### src/rtl/uart_tx_arbiter.sv
// uart_tx_arbiter: round-robin byte arbiter feeding one UART transmitter; define UART_TX_ARB_PACKET_LOCK_EN to enable packet locking
module uart_tx_arbiter #(
  parameter int NumRequesters = 4,
  parameter int DataWidth = 8
) (
  input  logic                               clk_i,
  input  logic                               reset_i,
  input  logic [NumRequesters-1:0]           req_valid_i,
  input  logic [NumRequesters*DataWidth-1:0] req_data_i,
  input  logic [NumRequesters-1:0]           req_last_i,
  output logic [NumRequesters-1:0]           req_ready_o,
  output logic [DataWidth-1:0]               uart_data_o,
  output logic                               uart_start_o,
  input  logic                               uart_ready_i,
  output logic [NumRequesters-1:0]           grant_o,
  output logic                               busy_o
);
  localparam int PW = $clog2(NumRequesters);
  typedef enum logic [1:0] {IDLE, START, GUARD, WAIT_DONE} state_t;
  state_t r_state, w_next;
  logic [PW-1:0] r_ptr, w_win, w_idx, w_ptr_next;
  logic [NumRequesters-1:0] r_grant, w_elig, w_win_oh;
  logic [DataWidth-1:0] r_data;
  logic w_accept, w_held;
`ifdef UART_TX_ARB_PACKET_LOCK_EN
  logic r_locked;
  assign w_elig = r_locked ? (req_valid_i & r_grant) : req_valid_i;
  assign w_held = r_locked;
  // a non-last byte locks the owner in; its last byte releases the lock
  always_ff @(posedge clk_i or posedge reset_i)
    if (reset_i) r_locked <= 1'b0;
    else if (w_accept) r_locked <= !req_last_i[w_win];
`else
  logic w_unused_last;
  assign w_unused_last = ^req_last_i;
  assign w_elig = req_valid_i;
  assign w_held = 1'b0;
`endif
  assign w_accept = !reset_i && r_state == IDLE && uart_ready_i && |w_elig;
  // round-robin search from r_ptr; the smallest offset with an eligible valid wins
  always_comb begin
    w_win = '0;
    w_idx = '0;
    for (int k = NumRequesters - 1; k >= 0; k--) begin
      w_idx = PW'((int'(r_ptr) + k) % NumRequesters);
      if (w_elig[w_idx]) w_win = w_idx;
    end
  end
  assign w_ptr_next = (w_win == PW'(NumRequesters - 1)) ? '0 : w_win + 1'b1;
  assign w_win_oh = {{(NumRequesters-1){1'b0}}, 1'b1} << w_win;
  // next state: START and GUARD last one cycle each; WAIT_DONE leaves once the transmitter is idle
  always_comb begin
    w_next = r_state;
    case (r_state)
      IDLE:      w_next = w_accept ? START : IDLE;
      START:     w_next = GUARD;
      GUARD:     w_next = WAIT_DONE;
      WAIT_DONE: w_next = uart_ready_i ? IDLE : WAIT_DONE;
      default:   w_next = IDLE;
    endcase
  end
  // state register plus owner, pointer and byte captured on accept
  always_ff @(posedge clk_i or posedge reset_i)
    if (reset_i) begin
      r_state <= IDLE;
      r_ptr <= '0;
      r_grant <= '0;
      r_data <= '0;
    end else begin
      r_state <= w_next;
      if (w_accept) begin
        r_ptr <= w_ptr_next;
        r_grant <= w_win_oh;
        r_data <= req_data_i[w_win*DataWidth +: DataWidth];
      end
    end
  assign req_ready_o = w_accept ? w_win_oh : '0;
  assign uart_data_o = r_data;
  assign uart_start_o = r_state == START;
  assign busy_o = r_state != IDLE;
  assign grant_o = (busy_o || w_held) ? r_grant : '0;
endmodule

### config.mk
export PLATFORM = sky130hd
export DESIGN_NAME = uart_tx_arbiter
export DESIGN_NICKNAME = d
export VERILOG_FILES = /design/src/rtl/uart_tx_arbiter.sv
export SDC_FILE = /design/constraint.sdc
export NUM_CORES = 1
export LEC_CHECK = 0
export CAP_MARGIN = 40
export CORE_UTILIZATION = 24
export CTS_CLUSTER_SIZE = 40
export DETAILED_ROUTE_END_ITERATION = 6
export PLACE_DENSITY_LB_ADDON = 0.2
export SYNTH_ARGS = -nofsm -noshare
export SYNTH_HDL_FRONTEND = slang
export SYNTH_SLANG_ARGS = --single-unit
export TNS_END_PERCENT = 20
### constraint.sdc
create_clock -name clk_i -period 2.1 [get_ports clk_i]
set_input_delay 0.21 -clock clk_i [delete_from_list [all_inputs] [get_ports clk_i]]
set_output_delay 0.21 -clock clk_i [all_outputs]
set_load 0.005 [all_outputs]
* Word-level counts from Yosys, hierarchy flattened
Cells that the tools add are included.
** Word-level totals
- Register bits after elaboration :: 16
- Bits of input ports :: 43
** Cells by class
- Add/sub/neg operators :: 4
- $lt $le $gt $ge :: 4
- Equality and inequality tests :: 4
- Shift operators :: 2
- Multiplexer cells :: 18
- Reductions and logical operators :: 7
** Operators with widths (number)
- 32-bit by 6-bit indexed part select with 8-bit output :: 1
- 2-bit by 3-bit < comparator with 1-bit output (second input constant) :: 4
- 2-bit two-way mux :: 6
- 1-bit binary-select mux with 2-bit select :: 4
- 4-bit two-way mux :: 2
- 2-bit one-hot mux with 4 select lines :: 1
- 2-bit == test (second input constant) :: 3
- 1-bit two-way mux :: 5
- 2-bit by 1-bit adder with 2-bit output (second input constant) :: 2
- 2-bit adder (second input constant) :: 2
- 4-bit OR reduction :: 1
- 1-bit by 2-bit << shifter with 4-bit output (first input constant) :: 1
- 1-bit logical AND :: 3
- 2-bit by 1-bit == test with 1-bit output (second input constant) :: 1
- 2-bit logical NOT :: 1
- 2-bit nonzero test :: 1
- 1-bit logical NOT :: 1

* Depth between registers and ports, before layout
Gate-level depths: netlist of run 1.
- Depth after elaboration :: 9
- Mapped depth :: 8
- Mapped depth without buffers :: 7

* Worst setup path after synthesis of run 1
No wires, ideal clock.
- Path kind :: flip-flop to output port
- Start :: reg r_state[1]
- End :: out req_ready_o[0]
- Arrival :: 1.323 ns
- Path slack :: 0.567 ns
- Cell stages (with the launch flop) :: 6
- Buffers on the path :: 1
- Cell sequence :: dfrtp_1 nor2_1 nand4_2 or2_1 buf_6 nor2_1
** On the way
- Word-level cells in the longest chain between the ends :: 5
** RTL lines
- from (decl) :: RTL line 20 : state_t r_state, w_next;
- from (signal assigned) :: RTL line 70 : r_state <= w_next;
- 2-bit logical NOT :: RTL line 39 : assign w_accept = !reset_i && r_state == IDLE && uart_ready_i && |w_elig;
- 1-bit logical AND (3 in a row) :: RTL line 39
- 4-bit two-way mux :: RTL line 77 : assign req_ready_o = w_accept ? w_win_oh : '0;
- to (decl) :: RTL line 11 : output logic [NumRequesters-1:0] req_ready_o,
Every way passes these cells.

* Final worst setup path of run 1
- Start :: reg r_ptr[0]
- End :: out req_ready_o[3]
** On the way
- Word-level cells in the longest chain between the ends :: 9
** RTL lines
- from (decl) :: RTL line 21 : logic [PW-1:0] r_ptr, w_win, w_idx, w_ptr_next;
- from (signal assigned) :: RTL line 72 : r_ptr <= w_ptr_next;
- 2-bit adder :: RTL line 45 : w_idx = PW'((int'(r_ptr) + k) % NumRequesters);
- 1-bit binary-select mux with 2-bit select :: RTL line 46 : if (w_elig[w_idx]) w_win = w_idx;
- 1-bit two-way mux (not written as such) :: RTL line 46
- 2-bit two-way mux (3 in a row) :: RTL line 46
- 2-bit two-way mux (*) :: RTL line 46
- 1-bit by 2-bit << shifter with 4-bit output (*) :: RTL line 50 : assign w_win_oh = {{(NumRequesters-1){1'b0}}, 1'b1} << w_win;
- 4-bit two-way mux (*) :: RTL line 77
Every way passes the cells marked *; elsewhere a longest branch is shown, timed or not. The select of a mux whose other input is x is not followed.

==> results of run 1 <==
## metal layers
metal	vias to the layer above	routed length (µm)
li1	486	-
met1	446	1162
met2	43	1396
met3	2	205
met4	0	12
met5	-	0
## flip-flops by register name, summed over array words and instances (netlist names)
register	count
r_ptr	2
r_state	2
uart_data_o	8
r_grant	4
## cells in the final DEF, fill, tap and decap left out, types with 2 or more instances in the layout
cell,Yosys,final
and2b_1,2,2
a21oi_1,3,3
clkdlybuf4s50_1,0,49
nor2b_1,3,3
clkbuf_8,0,4
dfrtp_1,16,15
mux2i_1,16,16
buf_4,1,14
o221ai_1,8,8
nand2_1,13,13
a21o_1,2,2
a221oi_2,0,2
dlygate4sd2_1,0,6
nor2_2,1,3
o21ai_2,2,2
inv_1,8,7
nor2_1,4,2
## through the flow
step	TNS, ns	instance area (µm²)	setup slack (ns)	instances	power (W)
2_1_floorplan	0	983.4	0.5674	98	0.001027
3_3_place_gp	-1.884	1664	-0.1827	210	0.001480
3_5_place_dp	-2.908	1664	-0.3005	210	0.001512
4_1_cts	-0.1362	1749	-0.07499	215	0.001840
5_1_grt	-0.1436	1753	-0.1436	215	0.001959
6_report	-0.02488	1753	-0.02488	215	0.001822
## layout make-up
type	instances	area share (%)
Clock buffer	4	3.141
Inverter	8	1.713
Multi-Input combinational cell	68	30.48
Sequential cell	16	22.91
Tap cell	48	3.426
Timing Repair Buffer	71	38.33
## cells by family (layout without fill, tap and decap cells)
group           count (synthesis)  after routing
flops                          16             16
buf+inv                        14             83
simple gates                   30             30
compound gates                 21             21
mux                            16             16
fa+ha+maj                       1              1
## tightest hold or removal path: cells and delay by family
family,cells,cell delay [ns]
buffers and inverters,3,0.76
## power by group through the flow
| stage | Clock [W] | Sequential, W | Combinational, W |
|---|---|---|---|
| 2_1_floorplan | 0 | 0.000538 | 0.000490 |
| 3_3_place_gp | 0 | 0.000542 | 0.000939 |
| 3_5_place_dp | 0 | 0.000548 | 0.000964 |
| 4_1_cts | 0.000285 | 0.000553 | 0.00100 |
| 5_1_grt | 0.000297 | 0.000574 | 0.00109 |
| 6_report | 0.000277 | 0.000554 | 0.000991 |
## final timing paths
kind                             endpoint  cells past startpoint
max                        req_ready_o[3]                      6
max in group asynchronous        r_ptr[1]                      3
min reg2reg                    r_grant[2]                      1
min                            r_state[1]                      3
max reg2reg                uart_data_o[7]                      7
min in group clk_i             r_grant[2]                      1
## repair_timing
action	CTS	global route
gates resized for setup	15	2
buffers inserted	1	0
pin swaps	5	1
endpoints found under the setup margin	4	2
gates cloned	0	0
==> flow_summary.json, run 1 <==
{
  "required_ns": 1.89,
  "grt_use_met1_pct": 16.03,
  "p_seq_share_pct": 30.4,
  "drc_errors": 0,
  "hold_slack_ns": 0.3457,
  "grt_antenna_before_repair": 0,
  "fillers": 376,
  "avgViaCountPerCell": 4.544,
  "endpoint_kind": "output port",
  "busiest_layer": "met2",
  "dr.pass1.iters": 4,
  "root_buffer": "clkbuf_8",
  "dr.first_iter.drc_count": 19,
  "synth_xor_area_share_pct": 0,
  "critPathTopFamily": "buffers and inverters",
  "gp_congestion": 0.7502,
  "multiInputGateArea_um2": 534.3,
  "drive_above_1_share_pct": 20.96,
  "grt.met3_usage_pct": 4.483,
  "synth_area_leaders": "dfrtp_1 (41%), mux2i_1 (16%), o221ai_1 (7.1%)",
  "regToRegStartpoint": "r_ptr[1]",
  "slew_violations": 0,
  "start_kind": "flip-flop",
  "r2r_slack_ns": 0.36,
  "ys_seq_area_share_pct": 40.71,
  "cp_max_fo": 5,
  "switching_share_pct": 33.04,
  "holdBufCountCts": 0,
  "grt_max_degree": 17,
  "routed_wl_um": 2777,
  "fmax_ghz": 0.4706,
  "ys_types": 28,
  "antennaDiodeCount": 0,
  "synth-simple-area-share_pct": 16.16,
  "synth.top_cell.area_share_pct": 40.71,
  "syn_inst": 98,
  "synth_fa_ha_area_share_pct": 1.272,
  "layout.nets": 212,
  "final_util_pct": 46.15,
  "fin_ws_ns": -0.02488,
  "finalSetupViolCount": 1,
  "grtUsageTotal_pct": 13.66,
  "pwr-share-clk_pct": 15.2,
  "switching_power_w": 0.0006020,
  "vias": 977,
  "clockBufferDepth": 2,
  "synth_edf_count": 0,
  "slew_headroom_pct": 76.35,
  "areaGrowthSynthToFinish_pct": 78.24,
  "avgSynthCellArea_um2": 10.04,
  "cts.sinks": 16,
  "grt_overflow": 0,
  "ys_seq_elements": 16,
  "failed_checks": "negative setup slack",
  "tightest_slew_ns": 0.3547,
  "grt_pass1_vias": 1034,
  "core_area_mm2": 0.003799,
  "syn_area_um2": 983.4,
  "pin_count": 61,
  "regArea_um2": 401.6,
  "skew_ns": 0.0008962,
  "finalHoldViolations": 0,
  "synth.net_count": 142,
  "rsz0062_at_grt": "yes",
  "crit_start": "r_ptr[0]",
  "synth.largest_area_cell": "dfrtp_1",
  "synthArstFlopShare_pct": 100.0,
  "synthMuxAreaShare_pct": 16.28,
  "min_path_type": "in2async",
  "cts_max_level": 1,
  "min_period_over_period_pct": 101.2,
  "met2_usage_pct": 24.62,
  "synthTopCellsByCount": "dfrtp_1 (16), mux2i_1 (16), nand2_1 (13)",
  "p_per_area_mw_per_mm2": 1039,
  "io_buffers": 56,
  "antenna_left": 0,
  "worstPathCellList": "inv_2 -> a221oi_2 -> o22ai_2 -> nor2_2 -> and2_4 -> clkdlybuf4s50_1",
  "hpwlAfterDp_um": 2252,
  "p_leak_nw": 0.8420,
  "fin_crit_ns": 2.125,
  "vdd_ir_drop_max_mv": 0.4984,
  "crit_slowest_cell": "clkdlybuf4s50_1",
  "cap_violations": 0,
  "cts_tree": "done",
  "yosys_warnings": 0,
  "synth-compound-area-share_pct": 17.30,
  "die_w_um": 66.02,
  "crit_arrival_ns": 1.91,
  "clkTransAtPathRegs_ns": 0.07,
  "outcome": "finished with violations",
  "synth_ff_type": "dfrtp_1",
  "std_cell_rows": 22,
  "critPathKind": "reg2out",
  "die-area_mm2": 0.004358,
  "grt_pass1_wl_um": 4616,
  "p_int_w": 0.001220,
  "initial_utilization_pct": 25.89,
  "clk_latency_ns": 0.25,
  "slowest_delay_ns": 0.48,
  "synth_top_family_by_area": "compound AO/OA/AOI/OAI gates",
  "die_height_um": 66.02,
  "pwr-share-comb_pct": 54.4,
  "cts_made_buffers": 3,
  "detail_route.wl_per_cell_um": 12.92,
  "worst-path-buf-inv": 2
}
Note: power is estimated with default switching activity, not from simulation.
==> run 2: changes to the inputs <==
--- a/config.mk
+++ b/config.mk
@@ -7,6 +7,7 @@
 export LEC_CHECK = 0
 export CAP_MARGIN = 40
 export CORE_UTILIZATION = 24
+export CTS_CLUSTER_DIAMETER = 60
 export CTS_CLUSTER_SIZE = 40
 export DETAILED_ROUTE_END_ITERATION = 6
 export PLACE_DENSITY_LB_ADDON = 0.2
==> results of run 2 <==
Same layout as run 1: the final DEF is identical, and so are final timing and power.
==> run 3: changes to the inputs <==
--- a/config.mk
+++ b/config.mk
@@ -7,6 +7,7 @@
 export LEC_CHECK = 0
 export CAP_MARGIN = 40
 export CORE_UTILIZATION = 24
+export CTS_BUF_LIST = sky130_fd_sc_hd__clkbuf_4 sky130_fd_sc_hd__clkbuf_8 sky130_fd_sc_hd__clkbuf_16
 export CTS_CLUSTER_DIAMETER = 60
 export CTS_CLUSTER_SIZE = 40
 export DETAILED_ROUTE_END_ITERATION = 6
==> constraint.sdc (replaced) <==
create_clock -name clk_i -period 2.57 [get_ports clk_i]
set_input_delay 0.257 -clock clk_i [delete_from_list [all_inputs] [get_ports clk_i]]
set_output_delay 0.257 -clock clk_i [all_outputs]
set_load 0.005 [all_outputs]
==> flow_summary.json, run 3 (synthesis results as in run 1) <==
{
  "outcome": "completed",
  "dp.cells": 204,
  "die_w_um": 66.02,
  "cp_max_fo": 6,
  "cts_tree": "done",
  "antennaDiodeCount": 0,
  "slowest_delay_ns": 0.57,
  "required_ns": 2.31,
  "drc_errors": 0,
  "critPathKind": "in2out",
  "holdBufCountCts": 0,
  "multiInputGateArea_um2": 514.2,
  "cts_made_buffers": 3,
  "root_buffer": "clkbuf_8",
  "finalHoldViolations": 0,
  "die-area_mm2": 0.004358,
  "fin_cells": 208,
  "core_area_mm2": 0.003799,
  "worstPathCellList": "clkdlybuf4s50_1 -> or4_1 -> nand4_2 -> nor2_2 -> and2_1 -> clkdlybuf4s50_1",
  "hold_slack_ns": 0.4075,
  "p_leak_nw": 0.7728,
  "endpoint_kind": "output port",
  "dr.pass1.iters": 4,
  "vdd_ir_drop_max_mv": 0.3041,
  "grt_max_degree": 17,
  "switching_power_w": 0.0004630,
  "antenna_left": 0,
  "grt_pass1_vias": 1020,
  "skew_ns": 0.001504,
  "vias": 966,
  "layout.nets": 205,
  "clk_latency_ns": 0.25,
  "initial_utilization_pct": 25.89,
  "slew_violations": 0,
  "start_kind": "primary input",
  "switching_share_pct": 32.44,
  "routed_wl_um": 2572,
  "rsz0062_at_grt": "no",
  "finalSetupViolCount": 0,
  "avgViaCountPerCell": 4.644,
  "gp_congestion": 0.7151,
  "pwr-share-clk_pct": 15.6,
  "drive_above_1_share_pct": 12.50,
  "clockBufferDepth": 2,
  "std_cell_rows": 22,
  "die_height_um": 66.02,
  "io_buffers": 56,
  "hpwlAfterDp_um": 2052,
  "crit_slowest_cell": "or4_1",
  "detail_route.wl_per_cell_um": 12.37,
  "cpMostUsedCell": "clkdlybuf4s50_1",
  "min_path_type": "in2async",
  "cap_violations": 0,
  "regArea_um2": 400.4,
  "fin_crit_ns": 2.435,
  "pwr-share-comb_pct": 53.0,
  "p_int_w": 0.0009645,
  "clkTransAtPathRegs_ns": 0.06,
  "grt_antenna_before_repair": 0,
  "cts_max_level": 1,
  "grtUsageTotal_pct": 13.48,
  "areaGrowthSynthToFinish_pct": 70.87,
  "p_seq_share_pct": 31.4,
  "largest_register_ffs": 8,
  "tightest_slew_ns": 0.3686,
  "grt_pass1_wl_um": 4429,
  "slew_headroom_pct": 75.43,
  "layout_commonest_cell": "clkdlybuf4s50_1",
  "cts.sinks": 16,
  "p_per_area_mw_per_mm2": 849.6,
  "fillers": 356,
  "min_period_over_period_pct": 94.75,
  "dr.first_iter.drc_count": 20,
  "cts_setup_buffers": 0,
  "pin_count": 61,
  "grt_overflow": 0,
  "crit_arrival_ns": 2.18,
  "layout_common_cells": "clkdlybuf4s50_1 (56), mux2i_1 (16), dfrtp_1 (16)",
  "fmax_ghz": 0.4107,
  "fin_tns_setup_ns": 0
}
## run 3: cell count changes in the layout (fill, tap and decap cells not counted), sizes merged
cell	delta
clkdlybuf4s50	+7
dlymetal6s2s	-1
dlygate4sd2	-6
buf	-7
## run 3: path summary, 6_finish.rpt
| path | from | cells after the start | slack (ns) | endpoint |
|---|---|---|---|---|
| worst min-delay path | reset_i | 3 | 0.41 | r_grant[2] |
| worst max-delay path | req_valid_i[1] | 6 | 0.13 | req_ready_o[3] |
| worst max register to register | r_state[1] | 6 | 0.84 | uart_data_o[4] |
| min in group clk_i | r_grant[2] | 1 | 0.47 | r_grant[2] |
| worst min register to register | r_grant[2] | 1 | 0.47 | r_grant[2] |
| max in group asynchronous | reset_i | 3 | 1.98 | uart_data_o[0] |
## run 3: critical path, delay by kind of cell
family | cells | cell delay (ns)
simple gates | 4 | 0.99
buf+inv | 2 | 0.92
## run 3: cell type report
class / instances / area share, %
timing repair buffer: 64 / 36.93
multi-input combinational: 68 / 30.60
sequential: 16 / 23.83
tap: 48 / 3.574
clock buffer: 4 / 3.276
inverter: 8 / 1.787
## run 3: power groups by stage
stage          clock network (W)  registers, W  logic, W
2_1_floorplan                  0      0.000440  0.000400
3_3_place_gp                   0      0.000442  0.000750
3_5_place_dp                   0      0.000446  0.000765
4_1_cts                 0.000234      0.000445  0.000766
5_1_grt                 0.000248      0.000464  0.000836
6_report                0.000223      0.000448  0.000757
## run 3: repair_timing
action                                 4_1_cts  5_1_grt
resized for setup                            0        1
setup endpoints to repair                    0        1
endpoints found under the hold margin        0        0
## run 3: metal layers
layer / vias to the layer above / GRT usage (%) / part of all wire [%]
li1: 473 / - / -
met1: 447 / 15.51 / 44
met2: 42 / 22.83 / 48
met3: 4 / 4.310 / 6.5
met4: 0 / 5.585 / 1.5
met5: - / 0 / 0
## run 3: through the flow
stage | util (%) | setup slack, ns | instance area (µm²) | total power (W)
4_1_cts | 44.07 | 0.1147 | 1674 | 0.001445
6_report | 44.24 | 0.1349 | 1680 | 0.001428
2_1_floorplan | - | 0.9904 | 983.4 | 0.0008396
3_3_place_gp | 42.62 | 0.1530 | 1619 | 0.001192
5_1_grt | 44.24 | 0.01305 | 1680 | 0.001548
3_5_place_dp | 42.62 | 0.1183 | 1619 | 0.001210
